$ cat src/rtl/mem_fifo_ctrl.sv
// mem_fifo_ctrl
//   FIFO sequencer in front of a single-port 8x8 register-file memory.
//   It arbitrates between independent push and pop requests and issues at
//   most one memory access per cycle. Popped data comes back two cycles
//   after the pop grant.
//
// Ports
//   clk, reset           : rising-edge clock, asynchronous active-high reset
//   push, push_data      : write request and its data
//   push_ready           : push granted this cycle (combinational)
//   pop                  : read request
//   pop_ready            : pop granted this cycle (combinational)
//   pop_valid, pop_data  : popped word, valid two cycles after the grant
//   mem_write_en, mem_read_en, mem_address, mem_data_in : memory controls
//   mem_data_out         : registered read data from the memory
//   count, full, empty   : occupancy and its decoded flags
module mem_fifo_ctrl #(
  parameter int DATA_W = 8,
  parameter int ADDR_W = 3,
  parameter int DEPTH  = 8
) (
  input  logic              clk,
  input  logic              reset,
  input  logic              push,
  input  logic [DATA_W-1:0] push_data,
  output logic              push_ready,
  input  logic              pop,
  output logic              pop_ready,
  output logic              pop_valid,
  output logic [DATA_W-1:0] pop_data,
  output logic              mem_write_en,
  output logic              mem_read_en,
  output logic [ADDR_W-1:0] mem_address,
  output logic [DATA_W-1:0] mem_data_in,
  input  logic [DATA_W-1:0] mem_data_out,
  output logic [ADDR_W:0]   count,
  output logic              full,
  output logic              empty
);

  localparam logic [ADDR_W:0] DEPTH_C = (ADDR_W+1)'(DEPTH);

  logic [ADDR_W-1:0] wr_ptr;
  logic [ADDR_W-1:0] rd_ptr;
  logic              last_served;  // 1 = the most recent grant was a push
  logic              rd_pend;
  logic              push_legal;
  logic              pop_legal;
  logic              grant_push;
  logic              grant_pop;

  assign full  = (count == DEPTH_C);
  assign empty = (count == '0);

  // Requests are masked during reset so nothing is granted while the
  // state is being held cleared.
  assign push_legal = push && !full  && !reset;
  assign pop_legal  = pop  && !empty && !reset;

  // Under contention the side not served last wins, which alternates grants.
  assign grant_pop  = pop_legal  && (!push_legal ||  last_served);
  assign grant_push = push_legal && (!pop_legal  || !last_served);

  assign push_ready   = grant_push;
  assign pop_ready    = grant_pop;
  assign mem_write_en = grant_push;
  assign mem_read_en  = grant_pop;
  assign mem_address  = grant_push ? wr_ptr : rd_ptr;
  assign mem_data_in  = push_data;

  always_ff @(posedge clk or posedge reset) begin
    if (reset) begin
      wr_ptr      <= '0;
      rd_ptr      <= '0;
      count       <= '0;
      last_served <= 1'b1;
      rd_pend     <= 1'b0;
      pop_valid   <= 1'b0;
      pop_data    <= '0;
    end else begin
      if (grant_push) begin
        wr_ptr <= wr_ptr + 1'b1;
        count  <= count + 1'b1;
      end else if (grant_pop) begin
        rd_ptr <= rd_ptr + 1'b1;
        count  <= count - 1'b1;
      end
      if (grant_push || grant_pop)
        last_served <= grant_push;
      // Stage 1: memory has latched the read word; mark it pending.
      rd_pend <= grant_pop;
      // Stage 2: capture the memory output; valid is presented next cycle.
      pop_valid <= rd_pend;
      if (rd_pend)
        pop_data <= mem_data_out;
    end
  end

endmodule
$ cat config.mk
export PLATFORM = sky130hd
export DESIGN_NAME = mem_fifo_ctrl
export DESIGN_NICKNAME = d
export VERILOG_FILES = /design/src/rtl/mem_fifo_ctrl.sv
export SDC_FILE = /design/constraint.sdc
export NUM_CORES = 1
export LEC_CHECK = 0
export CAP_MARGIN = 20
export CORE_MARGIN = 2
export CORE_UTILIZATION = 43
export DETAILED_ROUTE_END_ITERATION = 16
export PLACE_DENSITY = 0.79
export SYNTH_ARGS = -nofsm -noshare
export SYNTH_HDL_FRONTEND = slang
export SYNTH_SLANG_ARGS = --single-unit
$ cat constraint.sdc
create_clock -name clk -period 6.13 [get_ports clk]
set_clock_uncertainty 0.2 [all_clocks]
set_input_delay 0.9195 -clock clk [delete_from_list [all_inputs] [get_ports clk]]
set_output_delay 0.9195 -clock clk [all_outputs]
set_load 0.02 [all_outputs]
==> results of run 1 <==
==> Yosys cell counts (all sizes together) <==
library cell	n	area (µm²)
a21o	1	8.76
a21oi	1	5.00
a31o	1	8.76
buf	10	75.1
clkbuf	1	3.75
dfrtp	20	500
dfstp	1	26.3
fa	1	20.0
ha	4	50.1
inv	4	15.0
mux2	15	169
nand2	2	7.51
nand3	3	15.0
nand3b	1	7.51
nor2	2	10.0
nor3b	1	7.51
nor4	1	12.5
nor4b	1	15.0
o2111ai	2	30.0
or3b	2	17.5
or4	1	7.51
or4b	1	13.8
xnor2	2	17.5
xor2	4	35.0
==> power by group <==
group / switching [mW] / leakage (nW) / internal, mW
clock: 0.0385 / 0.0150 / 0.0253
combinational: 0.161 / 0.322 / 0.190
sequential: 0.0579 / 0.249 / 0.201
total: 0.257 / 0.586 / 0.416
==> layer usage <==
metal / share of wire (%) / wire length [µm]
met1: 43 / 868
met2: 48 / 976
met3: 7.6 / 153
met5: 0 / 0
met4: 0.79 / 16
==> state kept, by name, summed over array words and instances, names as in the netlist <==
name / flops
pop_valid: 1
rd_ptr: 3
count: 4
last_served: 1
wr_ptr: 3
pop_data: 8
rd_pend: 1
==> kinds of logic (layout without fill, tap and decap cells) <==
group                      count (synthesis)  in the layout  share of synthesized area, %
DFF                                       21             21                          48.8
muxes                                     15             15                          15.7
and+or+nand+nor                           15             15                          10.6
buffers and inverters                     15             42                          8.70
xor gates and xnor gates                   6              6                          4.87
adders and majority gates                  5              5                          6.50
AOI/OAI and AO/OA                          5              5                          4.87
==> worst reg2reg max path, delay by kind of cell, from the launching register on <==
| family | cells | cell delay (ns) |
|---|---|---|
| AO/OA/AOI/OAI | 3 | 0.74 |
| adder cells (fa/ha/maj) | 1 | 0.49 |
| flip-flops | 1 | 0.47 |
| AND/OR/NAND/NOR | 3 | 1.02 |
==> per-stage QoR <==
stage               hold WS, ns  worst slack [ns]
detailed placement        0.282              1.87
global route              0.322              1.71
floorplan                 0.152              2.66
global placement          0.254              1.94
CTS                       0.301              1.86
finish                    0.299              1.89
==> final cells by class <==
type                            count  area (µm²)  share of cell area [%]
Clock buffer                        4        26.3                    1.88
Timing Repair Buffer               34         338                    24.1
Inverter                            4        15.0                    1.07
Multi-Input combinational cell     46         458                    32.7
Sequential cell                    21         527                    37.6
Tap cell                           30        37.5                    2.68
==> worst paths after layout <==
path                       startpoint             end  cells past startpoint
setup / recovery                reset  mem_address[1]                      6
hold / removal              wr_ptr[2]       wr_ptr[2]                      1
setup reg to reg             count[1]        count[3]                      7
hold reg to reg             wr_ptr[2]       wr_ptr[2]                      1
max in group asynchronous       reset     last_served                      3
min in group asynchronous       reset        count[1]                      3
==> results.sh, run 1 <==
export IMPL_ant_nets=0
export IMPL_drv_cap=0
export IMPL_cpMostUsedCell="clkdlybuf4s50_1"
export IMPL_dp_cells=135
export IMPL_final_setup_tns_ns=0
export IMPL_antenna_found_initial=0
export IMPL_final_cell_mix="clkdlybuf4s50_1, dfrtp_1, mux2_2, xor2_1, ha_1"
export IMPL_hold_buffers=0
export IMPL_post_route_period_util_pct=69.2
export IMPL_place_port_buffers=33
export IMPL_clock_path_buffers=2
export IMPL_ctsResizeCount=0
export IMPL_num_vias=703
export IMPL_hold_viol_final=0
export IMPL_yosys_warnings=0
export IMPL_critPathLaunchType="input pin"
export IMPL_layout_cells_non_filler=139
export IMPL_grt_use_total_pct=15.1
export IMPL_die_w_um=54.1
export IMPL_critPathMaxFanout=23
export IMPL_post_cts_setup_buffers=0
export IMPL_dr_pass1_iters=4
export IMPL_boundaryPins=50
export IMPL_critPathRequiredTime_ns=5.01
export IMPL_rsz0062_at_grt="false"
export IMPL_crit_family="buffers and inverters"
export IMPL_power_ir_vdd_worst_v=0.000257
export IMPL_rows=18
export IMPL_critPathBufInv=4
export IMPL_diodes=0
export IMPL_place_area_um2=1380
export IMPL_core_region_area_um2=2430
export IMPL_busiest_layer="met2"
export IMPL_netlist_area_um2=1080
export IMPL_hp_class="reg -> reg"
export IMPL_ctsRootBufferMaster="clkbuf_4"
export IMPL_r2r_setup_slack_ns=3.14
export IMPL_setup_viol=0
export IMPL_drive_above_1_share_pct=27.5
export IMPL_leakage_nw=0.586
export IMPL_start_util_pct=44.3
export IMPL_cpMaxStageDelayCell="clkdlybuf4s50_1"
export IMPL_worstSetupPathType="in -> out"
export IMPL_power_mw=0.673
export IMPL_cp_end_kind="output port"
export IMPL_drc_errors=0
export IMPL_drt_iter0_markers=8
export IMPL_fin_area_um2=1400
export IMPL_wl_per_cell_um=14.5
export IMPL_fp_dieArea_um2=2920
export IMPL_detail_route_vias_per_cell=5.06
export IMPL_critPathMaxStageDelay_ns=0.60
export IMPL_clock_sinks=21
export IMPL_max_freq_mhz=236
export IMPL_area_growth_pct=29.9
export IMPL_status="finished, final reports clean"
export IMPL_drt_wl_total_um=2010
export IMPL_use_met3_pct=2.78
export IMPL_nets=135
export IMPL_slew_violations=0
export IMPL_grt_ovfl_total=0
export IMPL_grt_max_degree=24
export IMPL_synth_nets=107
export IMPL_synthCells=82
export IMPL_fillers=221
export IMPL_avgSynthCellArea_um2=13.2
export IMPL_ctsHtreeMaxLevel=1
export IMPL_grt_use_met2_pct=28.3
export IMPL_cts_tree="built"
export IMPL_dp_hpwl_um=1520
export IMPL_period_minus_slack_ns=4.24
export IMPL_max_slew_margin_pct=55.6
export IMPL_yosysSeqAreaShare_pct=48.8
export IMPL_grt_pass1_wl_um=3120
export IMPL_arrival_ns=3.13
export IMPL_crit_chain="clkdlybuf4s50_1 > inv_1 > buf_4 > o2111ai_2 > mux2_2 > clkdlybuf4s50_1"
export IMPL_synthDistinctLibCells=27
export IMPL_finish_utilization_pct=57.6
export IMPL_tightest_slew_ns=0.667
export IMPL_grtUsageMet1_pct=17.3
export IMPL_cts_reportedPaths_clkPinSlew_ns=0.11
export IMPL_synth_seq_cells=21
export IMPL_gp_congestion=0.805
export IMPL_power_density_nw_per_um2=480
export IMPL_die_y_um=54.1
export IMPL_final_common_cell="clkdlybuf4s50_1"
export IMPL_cts_made_buffers=3
export IMPL_insertion_delay_ns=0.29
export IMPL_grt_pass1_vias=717
No activity file was read; power rests on OpenSTA's default activity.
==> run 2: changes to the inputs <==
--- a/config.mk
+++ b/config.mk
@@ -7,9 +7,9 @@
 export LEC_CHECK = 0
 export CAP_MARGIN = 20
 export CORE_MARGIN = 2
-export CORE_UTILIZATION = 43
+export CORE_UTILIZATION = 36
 export DETAILED_ROUTE_END_ITERATION = 16
-export PLACE_DENSITY = 0.79
+export PLACE_DENSITY = 0.7
 export SYNTH_ARGS = -nofsm -noshare
 export SYNTH_HDL_FRONTEND = slang
 export SYNTH_SLANG_ARGS = --single-unit
==> constraint.sdc (replaced) <==
create_clock -name clk -period 3.41 [get_ports clk]
set_clock_uncertainty 0.2 [all_clocks]
set_input_delay 0.5115 -clock clk [delete_from_list [all_inputs] [get_ports clk]]
set_output_delay 0.5115 -clock clk [all_outputs]
set_load 0.02 [all_outputs]
==> results.sh, run 2 (synthesis results as in run 1) <==
export IMPL_fillers=254
export IMPL_largest_reg_flops=8
export IMPL_power_ir_vdd_worst_v=0.000489
export IMPL_cts_tree="built"
export IMPL_place_port_buffers=33
export IMPL_start_util_pct=38.4
export IMPL_rsz0062_at_grt="false"
export IMPL_num_vias=720
export IMPL_final_cell_mix="clkdlybuf4s50_1, dfrtp_1, mux2_2, xor2_1, ha_1"
export IMPL_hold_buffers=0
export IMPL_leakage_nw=0.592
export IMPL_drv_cap=0
export IMPL_grt_pass1_wl_um=3480
export IMPL_drc_errors=5
export IMPL_final_common_cell="clkdlybuf4s50_1"
export IMPL_final_setup_tns_ns=0
export IMPL_dr_pass1_iters=10
export IMPL_arrival_ns=2.54
export IMPL_drive_above_1_share_pct=28.2
export IMPL_grt_ovfl_total=0
export IMPL_cts_made_buffers=3
export IMPL_core_region_area_um2=2810
export IMPL_clock_path_buffers=2
export IMPL_slew_violations=0
export IMPL_power_density_nw_per_um2=867
export IMPL_clock_sinks=21
export IMPL_post_cts_setup_buffers=0
export IMPL_fin_ws_ns=0.155
export IMPL_top_register="pop_data"
export IMPL_tightest_slew_ns=0.435
export IMPL_hold_viol_final=0
export IMPL_ant_nets=0
export IMPL_grt_pass1_vias=748
export IMPL_drt_iter0_markers=13
export IMPL_nets=136
export IMPL_post_route_period_util_pct=95.5
export IMPL_fin_area_um2=1420
export IMPL_die_w_um=58.7
export IMPL_detail_route_vias_per_cell=5.11
export IMPL_setup_viol=0
export IMPL_max_freq_mhz=307
export IMPL_ctsRootBufferMaster="clkbuf_4"
export IMPL_hp_class="reg -> reg"
export IMPL_gp_congestion=0.712
export IMPL_critPathMaxFanout=7
export IMPL_ctsHtreeMaxLevel=1
export IMPL_grt_max_degree=23
export IMPL_antenna_found_initial=0
export IMPL_critPathRequiredTime_ns=2.70
export IMPL_critPathLaunchType="register"
export IMPL_drt_wl_total_um=2090
export IMPL_worstSetupPathType="reg -> out"
export IMPL_die_y_um=58.7
export IMPL_area_growth_pct=31.6
export IMPL_place_area_um2=1380
export IMPL_fp_dieArea_um2=3450
export IMPL_period_minus_slack_ns=3.26
export IMPL_status="finished with violations"
export IMPL_grt_use_total_pct=13.1
export IMPL_max_slew_margin_pct=71.0
export IMPL_wl_per_cell_um=14.8
export IMPL_violations="design-rule violations"
export IMPL_boundaryPins=50
export IMPL_insertion_delay_ns=0.30
export IMPL_rows=19
export IMPL_diodes=0
export IMPL_cp_end_kind="output port"
export IMPL_preCtsSetupSlack_ns=0.193
export IMPL_dp_hpwl_um=1560
export IMPL_largest_registers="pop_data: 8 flops, count: 4 flops"
export IMPL_cts_reportedPaths_clkPinSlew_ns=0.12
[run 2: area by class of cell]
class,instances,area (µm²),share of cell area [%]
Clock buffer,4,26.3,1.85
Multi-Input combinational cell,46,467,32.9
Inverter,4,15.0,1.06
Sequential cell,21,527,37.1
Timing Repair Buffer,35,345,24.3
Tap cell,31,38.8,2.73
[run 2: per-stage QoR]
stage	hold slack, ns	power [mW]	instances	utilization [%]
3_5_place_dp	0.268	1.11	137	49.3
5_1_grt	0.322	1.32	141	50.6
6_report	0.282	1.23	141	50.6
3_3_place_gp	0.253	1.08	137	49.3
4_1_cts	0.286	1.23	141	50.3
2_1_floorplan	0.152	0.850	82	-
[run 2: worst max-delay path: stages (launching register included)]
cell and delay (ns):
dfrtp_1 0.50, or4b_4 0.61, o2111ai_2 0.21, mux2_2 0.39
clkdlybuf4s50_1 0.54
[run 2: path summary, 6_finish.rpt]
path | cells after the start | slack [ns] | endpoint | from
setup / recovery | 4 | 0.15 | mem_address[0] | count[1]
hold / removal | 1 | 0.28 | wr_ptr[2] | wr_ptr[2]
setup reg to reg | 8 | 0.47 | count[3] | count[1]
hold reg to reg | 1 | 0.28 | wr_ptr[2] | wr_ptr[2]
max in group asynchronous | 3 | 2.25 | last_served | reset
min in group asynchronous | 3 | 0.48 | rd_ptr[1] | reset
[run 2: repair_timing]
item | 4_1_cts | 5_1_grt
setup endpoints to repair | 0 | 5
hold endpoints to repair | 0 | 0
resized for setup | 0 | 1
[run 2: routing by layer]
layer / GRT usage, % / wire length [µm] / vias up
li1: - / - / 337
met1: 17.5 / 919 / 350
met2: 21.0 / 1010 / 31
met3: 3.08 / 157 / 2
met4: 4.22 / 8 / 0
met5: 0 / 0 / -
[run 2: power breakdown]
| group | switching, mW | leakage [nW] | internal (mW) |
|---|---|---|---|
| logic | 0.286 | 0.328 | 0.346 |
| clock network | 0.0738 | 0.0150 | 0.0455 |
| registers | 0.118 | 0.249 | 0.360 |
| total | 0.478 | 0.592 | 0.752 |
